===== src/rtl/card_stream_pkg.sv =====
// Shared constants and helpers for the card stream merger.
package card_stream_pkg;

   localparam int unsigned CARD_MAX_CH = 32;

   // Channel-tag width; a single channel still needs one tag bit.
   function automatic int unsigned CARD_ID_W(input int unsigned num_ch);
      return (num_ch <= 1) ? 1 : $clog2(num_ch);
   endfunction

endpackage


===== src/rtl/card_stream_fifo.sv =====
// Synchronous FIFO whose head entry and valid flag are held in dedicated output registers.
module card_stream_fifo #(
   parameter int unsigned DATA_W = 64,
   parameter int unsigned DEPTH  = 2
) (
   input  logic                             clk,
   input  logic                             rst_n,
   input  logic                             push,
   input  logic [DATA_W-1:0]                push_data,
   input  logic                             push_last,
   input  logic                             pop,
   output logic                             out_valid,
   output logic [DATA_W-1:0]                out_data,
   output logic                             out_last,
   output logic [$clog2(DEPTH + 1)-1:0]     count
);
   localparam int unsigned PW = $clog2(DEPTH);
   localparam int unsigned CW = $clog2(DEPTH + 1);

   typedef struct packed {
      logic [DATA_W-1:0] data;
      logic              last;
   } entry_t;

   entry_t        mem_q [DEPTH];
   entry_t        head_q, head_d, wr_entry;
   logic [PW-1:0] wr_ptr_q, rd_ptr_q, rd_ptr_d;
   logic [CW-1:0] count_q, count_d;
   logic          valid_q, do_push, do_pop;

   always_comb begin
      wr_entry = '{data: push_data, last: push_last};
      do_push  = push && (count_q != CW'(DEPTH));
      do_pop   = pop && valid_q;
      rd_ptr_d = rd_ptr_q + PW'(do_pop);
      count_d  = count_q + CW'(do_push) - CW'(do_pop);
      head_d   = head_q;
      // The new head may be the slot being written this very cycle.
      if (count_d != '0) begin
         head_d = (do_push && (wr_ptr_q == rd_ptr_d)) ? wr_entry : mem_q[rd_ptr_d];
      end
   end

   always_ff @(posedge clk or negedge rst_n) begin
      if (!rst_n) begin
         for (int i = 0; i < int'(DEPTH); i++) mem_q[i] <= '0;
         head_q   <= '0;
         wr_ptr_q <= '0;
         rd_ptr_q <= '0;
         count_q  <= '0;
         valid_q  <= 1'b0;
      end else begin
         if (do_push) begin
            mem_q[wr_ptr_q] <= wr_entry;
            wr_ptr_q        <= wr_ptr_q + PW'(1);
         end
         head_q   <= head_d;
         rd_ptr_q <= rd_ptr_d;
         count_q  <= count_d;
         valid_q  <= (count_d != '0);
      end
   end

   assign out_valid = valid_q;
   assign out_data  = head_q.data;
   assign out_last  = head_q.last;
   assign count     = count_q;

endmodule


===== src/rtl/card_stream_merger.sv =====
// Round-robin N-to-1 AXI-Stream merger with source-channel tagging and a registered output FIFO.
// Packet locking on s_tlast is enabled by defining CARD_MERGE_PKT_LOCK_EN.
module card_stream_merger
   import card_stream_pkg::*;
#(
   parameter int unsigned NUM_CH    = 8,
   parameter int unsigned DATA_W    = 64,
   parameter int unsigned OUT_DEPTH = 2
) (
   input  logic                     aclk,
   input  logic                     aresetn,
   input  logic [NUM_CH*DATA_W-1:0] s_tdata,
   input  logic [NUM_CH-1:0]        s_tvalid,
   output logic [NUM_CH-1:0]        s_tready,
   output logic [DATA_W-1:0]        m_tdata,
   output logic                     m_tvalid,
   input  logic                     m_tready
`ifdef CARD_MERGE_PKT_LOCK_EN
   ,
   input  logic [NUM_CH-1:0]        s_tlast,
   output logic                     m_tlast
`endif
);
   localparam int unsigned ID_W = CARD_ID_W(NUM_CH);
   localparam int unsigned CW   = $clog2(OUT_DEPTH + 1);

   // Rotate requests by ptr, take the lowest set bit, rotate the index back.
   function automatic logic [ID_W:0] rr_pick(input logic [NUM_CH-1:0] req,
                                              input logic [ID_W-1:0]   ptr);
      logic [2*NUM_CH-1:0] dbl;
      logic [ID_W:0]       res;
      int                  idx;
      dbl = {req, req} >> ptr;
      res = '0;
      for (int i = NUM_CH - 1; i >= 0; i--) begin
         if (dbl[i]) begin
            idx = (int'(ptr) + i) % int'(NUM_CH);
            res = {1'b1, ID_W'(idx)};
         end
      end
      return res;
   endfunction

   logic [ID_W-1:0]   rr_q, rr_d, grant;
   logic              grant_valid, full, accept, beat_last, push_last, pop;
   logic [CW-1:0]     count;
   logic [DATA_W-1:0] push_data;

`ifdef CARD_MERGE_PKT_LOCK_EN
   logic            lock_q;
   logic [ID_W-1:0] lock_ch_q;
`else
   logic            unused_last;
`endif

   always_comb begin
      {grant_valid, grant} = rr_pick(s_tvalid, rr_q);
`ifdef CARD_MERGE_PKT_LOCK_EN
      if (lock_q) begin
         grant       = lock_ch_q;
         grant_valid = s_tvalid[lock_ch_q];
      end
      beat_last = s_tlast[grant];
      push_last = beat_last;
`else
      beat_last = 1'b1;
      push_last = 1'b0;
`endif
      full     = (count == CW'(OUT_DEPTH));
      s_tready = '0;
      // Gated by reset so ready drops asynchronously with aresetn.
      s_tready[grant] = grant_valid & ~full & aresetn;
      accept   = s_tready[grant] & s_tvalid[grant];
      push_data = s_tdata[grant*DATA_W +: DATA_W];
      push_data[ID_W-1:0] = grant;
      rr_d = rr_q;
      if (accept && beat_last) begin
         rr_d = (int'(grant) == int'(NUM_CH) - 1) ? '0 : grant + ID_W'(1);
      end
   end

   always_ff @(posedge aclk or negedge aresetn) begin
      if (!aresetn) rr_q <= '0;
      else          rr_q <= rr_d;
   end

`ifdef CARD_MERGE_PKT_LOCK_EN
   always_ff @(posedge aclk or negedge aresetn) begin
      if (!aresetn) begin
         lock_q    <= 1'b0;
         lock_ch_q <= '0;
      end else if (accept) begin
         lock_q    <= ~beat_last;
         lock_ch_q <= grant;
      end
   end
`endif

   assign pop = m_tvalid & m_tready;

   card_stream_fifo #(
      .DATA_W (DATA_W),
      .DEPTH  (OUT_DEPTH)
   ) u_fifo (
      .clk       (aclk),
      .rst_n     (aresetn),
      .push      (accept),
      .push_data (push_data),
      .push_last (push_last),
      .pop       (pop),
      .out_valid (m_tvalid),
      .out_data  (m_tdata),
`ifdef CARD_MERGE_PKT_LOCK_EN
      .out_last  (m_tlast),
`else
      .out_last  (unused_last),
`endif
      .count     (count)
   );

endmodule


===== config.mk =====
export PLATFORM = sky130hd
export DESIGN_NAME = card_stream_merger
export DESIGN_NICKNAME = d
export VERILOG_FILES = /design/src/rtl/card_stream_pkg.sv /design/src/rtl/card_stream_fifo.sv /design/src/rtl/card_stream_merger.sv
export SDC_FILE = /design/constraint.sdc
export NUM_CORES = 1
export LEC_CHECK = 0
export CAP_MARGIN = 10
export CORE_MARGIN = 8
export CORE_UTILIZATION = 31
export CTS_BUF_LIST = sky130_fd_sc_hd__clkbuf_16
export DETAILED_ROUTE_END_ITERATION = 10
export PLACE_DENSITY = 0.62
export REMOVE_ABC_BUFFERS = 1
export SLEW_MARGIN = 20
export SYNTH_ARGS = -nofsm -noshare
export SYNTH_HDL_FRONTEND = slang
export SYNTH_HIERARCHICAL = 1
export SYNTH_SLANG_ARGS = --single-unit

===== constraint.sdc =====
create_clock -name aclk -period 13.7 [get_ports aclk]
set_clock_uncertainty 0.1 [all_clocks]
set_input_delay 1.37 -clock aclk [delete_from_list [all_inputs] [get_ports aclk]]
set_output_delay 1.37 -clock aclk [all_outputs]
set_load 0.005 [all_outputs]

==> results of run 1 <==
==> metal layers <==
metal	global-route usage, %	routed length [um]	share of wire [%]	vias up
met4	6.56	1530	2.6	0
met5	0	0	0	-
met3	4.66	3360	5.8	71
met1	23.9	24500	42	7566
met2	35.5	29000	50	530
li1	-	-	-	7689
==> state kept, by name, indices dropped and copies added (netlist names) <==
| register | flops |
|---|---|
| u_fifo/wr_ptr_q | 1 |
| u_fifo/mem_q | 128 |
| u_fifo/count | 2 |
| u_fifo/rd_ptr_q | 1 |
| rr_q | 3 |
| u_fifo/out_valid | 1 |
| u_fifo/out_data | 64 |
==> cells in the final DEF, fill, tap and decap left out, types with 5 or more instances in the layout <==
master and count:
nor3_1 72, mux2i_1 13, clkdlybuf4s50_1 570, nand3_1 231
buf_4 23, nor2_1 18, o21ai_0 89, a31oi_1 6
mux2_2 189, o31ai_1 55, ha_1 5, inv_1 17
a311oi_1 15, o31ai_2 10, mux4_2 8, a21oi_1 184
clkbuf_16 17, dfrtp_1 200, mux2_1 9, nand2_1 584
and3_1 17
==> metrics by stage <==
stage	hold slack [ps]	TNS [ps]	util, %	cell area (um^2)
2_1_floorplan	373	-1761270	-	14100
3_3_place_gp	362	0	43.7	20900
3_5_place_dp	365	0	43.8	20900
4_1_cts	380	0	45.0	21500
5_1_grt	401	0	45.0	21500
6_report	376	0	45.0	21500
==> area by class of cell <==
class | instances | share of cell area, %
tap | 615 | 3.58
clock inverter | 14 | 0.734
sequential | 200 | 23.3
inverter | 16 | 0.326
multi-input combinational | 1561 | 42.5
clock buffer | 17 | 1.98
timing repair buffer | 595 | 27.5
==> critical path, stage by stage <==
cell,delay [ps]
clkdlybuf4s50_1,590
mux4_2,580
mux2i_1,580
o21ai_0,180
a211oi_1,260
o41a_2,880
inv_4,490
o31a_1,470
a31o_4,300
nand2_4,760
ha_1,370
inv_1,60
ha_1,140
xor3_1,280
nor2_4,100
buf_4,510
buf_4,750
o31ai_1,210
==> path summary, 6_finish.rpt <==
kind                       slack [ps]                start                   to
setup / recovery                 4770          s_tvalid[6]  u_fifo/out_data[56]
hold reg to reg                   380  u_fifo/out_data[46]  u_fifo/out_data[46]
min in group asynchronous         790              aresetn  u_fifo/out_data[34]
setup reg to reg                 5340              rr_q[0]  u_fifo/out_data[56]
max in group asynchronous       11290              aresetn      u_fifo/mem_q[8]
hold / removal                    380  u_fifo/out_data[46]  u_fifo/out_data[46]
==> results.sh, run 1 <==
export IMPL_postCtsSetupRepairBufs=0
export IMPL_syn_inst=1964
export IMPL_hold_viol_final=0
export IMPL_overflow=0
export IMPL_rr_worst_depth=17
export IMPL_worst_slew_pin_slew_ps=1090
export IMPL_grt_max_degree=97
export IMPL_grt_pass1_wl_um=91100
export IMPL_cp_arrival_ps=9120
export IMPL_coreArea_mm2=0.0477
export IMPL_hp_class="reg -> reg"
export IMPL_placed_cells=2987
export IMPL_yosysWarnings=6
export IMPL_grt_pass1_vias=16200
export IMPL_cts_root_buf="clkbuf_16"
export IMPL_track_usage_pct=20.2
export IMPL_finalNonFillerCells=3018
export IMPL_rsz0062_at_grt="no"
export IMPL_netlist_area_mm2=0.0150
export IMPL_period_needed_ps=8930
export IMPL_place_ws_ps=4350
export IMPL_drt_iter0_drc=1031
export IMPL_cts_buffer_depth=2
export IMPL_via_per_inst=5.25
export IMPL_cp_max_fo=74
export IMPL_syn2layout_area_growth_pct=43.3
export IMPL_nFillCells=4698
export IMPL_dieArea_mm2=0.0556
export IMPL_htreeDepth=4
export IMPL_seqCellArea_mm2=0.00500
export IMPL_cp_start_kind="input port"
export IMPL_n_antenna_cell=0
export IMPL_die_width_um=236
export IMPL_whs_path_depth=2
export IMPL_post_dp_hpwl_um=41100
export IMPL_vias=15900
export IMPL_start_util_pct=31.4
export IMPL_status="finished clean"
export IMPL_pin_count=596
export IMPL_multi_input_area_mm2=0.00914
export IMPL_fmaxAchievable_mhz=112
export IMPL_place_congestion=0.848
export IMPL_wl_per_cell_um=19.4
export IMPL_finalSetupViolations=0
export IMPL_maxSlewViolCount=0
export IMPL_die_y_um=236
export IMPL_portBuffers=571
export IMPL_timing_final_crit_share_pct=65.2
export IMPL_drv_cap=0
export IMPL_clkLatencyLatePin_ps=450
export IMPL_antenna_found_initial=0
export IMPL_num_rows=80
export IMPL_drtAntennaViolNets=0
export IMPL_clkSinkCount=200
export IMPL_cts_tree="built"
export IMPL_drc=0
export IMPL_wl_um=58400
export IMPL_post_cts_resized=0
export IMPL_dr_pass1_iters=5
export IMPL_setup_slack_ps=4770
export IMPL_timing_worst_setup_path_type="in -> reg"
export IMPL_slew_headroom_pct=27.1
export IMPL_syn_avg_cell_area_um2=7.63
export IMPL_cp_end_kind="flop"
export IMPL_cts_buffers=17
export IMPL_fin_nets=2919
export IMPL_hold_buffers=0
export IMPL_clk_pin_slew_worst_paths_ps=70
export IMPL_required_ps=13890
export IMPL_drive_gt1_share_pct=11.7
Power of run 1 is left out: the tool's default activity adds up to more than one toggle a clock period on the data nets, which glitch-free logic cannot reach.
==> run 2: changes to the inputs <==
--- a/config.mk
+++ b/config.mk
@@ -10,7 +10,7 @@
 export CORE_UTILIZATION = 31
 export CTS_BUF_LIST = sky130_fd_sc_hd__clkbuf_16
 export DETAILED_ROUTE_END_ITERATION = 10
-export PLACE_DENSITY = 0.62
+export PLACE_DENSITY = 0.65
 export REMOVE_ABC_BUFFERS = 1
 export SLEW_MARGIN = 20
 export SYNTH_ARGS = -nofsm -noshare
==> constraint.sdc (replaced) <==
create_clock -name aclk -period 8.2 [get_ports aclk]
set_clock_uncertainty 0.1 [all_clocks]
set_input_delay 0.82 -clock aclk [delete_from_list [all_inputs] [get_ports aclk]]
set_output_delay 0.82 -clock aclk [all_outputs]
set_load 0.005 [all_outputs]
==> results.sh, run 2 (synthesis gave the netlist of run 1 again) <==
export IMPL_pin_count=596
export IMPL_cts_tree="built"
export IMPL_via_per_inst=5.30
export IMPL_drive_gt1_share_pct=11.8
export IMPL_die_y_um=236
export IMPL_grt_pass1_vias=16400
export IMPL_drc=0
export IMPL_cp_cell_sequence="clkdlybuf4s50_1 -> mux4_2 -> mux2i_1 -> o21ai_0 -> a211oi_1 -> o41a_2 -> buf_4 -> a21oi_1 -> a221oi_1 -> a31o_4 -> nand2_4 -> ha_1 -> inv_1 -> ha_1 -> xor3_1 -> nor2_4 -> buf_12 -> o31ai_1"
export IMPL_htreeDepth=4
export IMPL_clkLatencyLatePin_ps=450
export IMPL_finalSetupViolations=0
export IMPL_overflow=0
export IMPL_crit_top_cell="ha_1"
export IMPL_cts_buffer_depth=2
export IMPL_wl_per_cell_um=19.0
export IMPL_antenna_found_initial=0
export IMPL_portBuffers=571
export IMPL_finish_utilization_pct=45.0
export IMPL_wl_um=57400
export IMPL_cp_arrival_ps=6560
export IMPL_timing_final_crit_share_pct=77.6
export IMPL_drtAntennaViolNets=0
export IMPL_start_util_pct=31.4
export IMPL_hold_buffers=0
export IMPL_largest_reg_flops=128
export IMPL_drt_iter0_drc=1164
export IMPL_final_common_cell="nand2_1"
export IMPL_vias=16000
export IMPL_timing_worst_setup_path_type="in -> reg"
export IMPL_status="finished clean"
export IMPL_crit_path_top_delay_cell="clkdlybuf4s50_1"
export IMPL_n_antenna_cell=0
export IMPL_post_dp_hpwl_um=40700
export IMPL_cts_buffers=17
export IMPL_layout_common_cells="nand2_1, clkdlybuf4s50_1, nand3_1"
export IMPL_hold_viol_final=0
export IMPL_drv_cap=0
export IMPL_period_needed_ps=6360
export IMPL_cp_max_fo=129
export IMPL_die_width_um=236
export IMPL_cts_root_buf="clkbuf_16"
export IMPL_hp_class="in -> async"
export IMPL_num_rows=80
export IMPL_grt_pass1_wl_um=90000
export IMPL_coreArea_mm2=0.0477
export IMPL_track_usage_pct=19.7
export IMPL_rsz0062_at_grt="no"
export IMPL_critPathMaxStageDelay_ps=630
export IMPL_cp_start_kind="input port"
export IMPL_clkSinkCount=200
export IMPL_post_cts_resized=0
export IMPL_fmaxAchievable_mhz=157
export IMPL_slew_headroom_pct=27.2
export IMPL_required_ps=8400
export IMPL_postCtsSetupRepairBufs=0
export IMPL_largest_register="u_fifo/mem_q"
export IMPL_dieArea_mm2=0.0556
export IMPL_clk_pin_slew_worst_paths_ps=70
export IMPL_maxSlewViolCount=0
export IMPL_cp_end_kind="flop"
export IMPL_place_congestion=0.862
export IMPL_syn2layout_area_growth_pct=43.4
export IMPL_fin_nets=2922
export IMPL_grt_max_degree=130
export IMPL_regToRegSetupSlack_ps=1900
export IMPL_dr_pass1_iters=5
export IMPL_worst_slew_pin_slew_ps=1090
## run 2: final timing paths
| kind | start | to | depth (start not counted) |
|---|---|---|---|
| worst min-delay path | aresetn | u_fifo/out_data[17] | 1 |
| min in group aclk | u_fifo/out_data[8] | u_fifo/out_data[8] | 2 |
| max in group asynchronous | aresetn | u_fifo/wr_ptr_q | 3 |
| worst max-delay path | s_tvalid[5] | u_fifo/out_data[11] | 18 |
| worst min register to register | u_fifo/out_data[8] | u_fifo/out_data[8] | 2 |
| worst max register to register | rr_q[1] | u_fifo/out_data[11] | 18 |
## run 2: cell type report
cell class | count | area [um^2]
fill | 4679 | 26200
multi-input combinational | 1561 | 9140
timing repair buffer | 598 | 5940
sequential | 200 | 5000
tap | 615 | 769
clock buffer | 17 | 425
clock inverter | 14 | 156
inverter | 16 | 70.1
## run 2: metal layers
layer / GRT usage [%] / routed length (um) / up-vias / share of wire [%]
met5: 0 / 0 / - / 0
met4: 5.99 / 1240 / 0 / 2.2
met1: 23.3 / 24200 / 7723 / 42
li1: - / - / 7697 / -
met3: 4.47 / 3210 / 78 / 5.6
met2: 35.0 / 28700 / 524 / 50
## run 2: critical path, delay by kind of cell
| kind | cells | cell delay, ps |
|---|---|---|
| compound gates | 7 | 1560 |
| xor+xnor | 1 | 280 |
| fa+ha+maj | 2 | 600 |
| buf+inv | 4 | 1600 |
| mux | 2 | 1160 |
| simple gates | 2 | 440 |
## run 2: stage by stage
stage                     TNS (ps)  hold WS [ps]  instance area, um^2  setup WS [ps]  std cells
after global routing             0           281                21500           1450       3021
final                            0           256                21500           1840       3021
after global placement           0           359                20900           1530       2990
after floorplan           -2838180           373                14100         -15220       1777
after CTS                        0           257                21500           1840       3021
after detailed placement         0           365                20900           1390       2990
Power of run 2 is left out for the same reason.
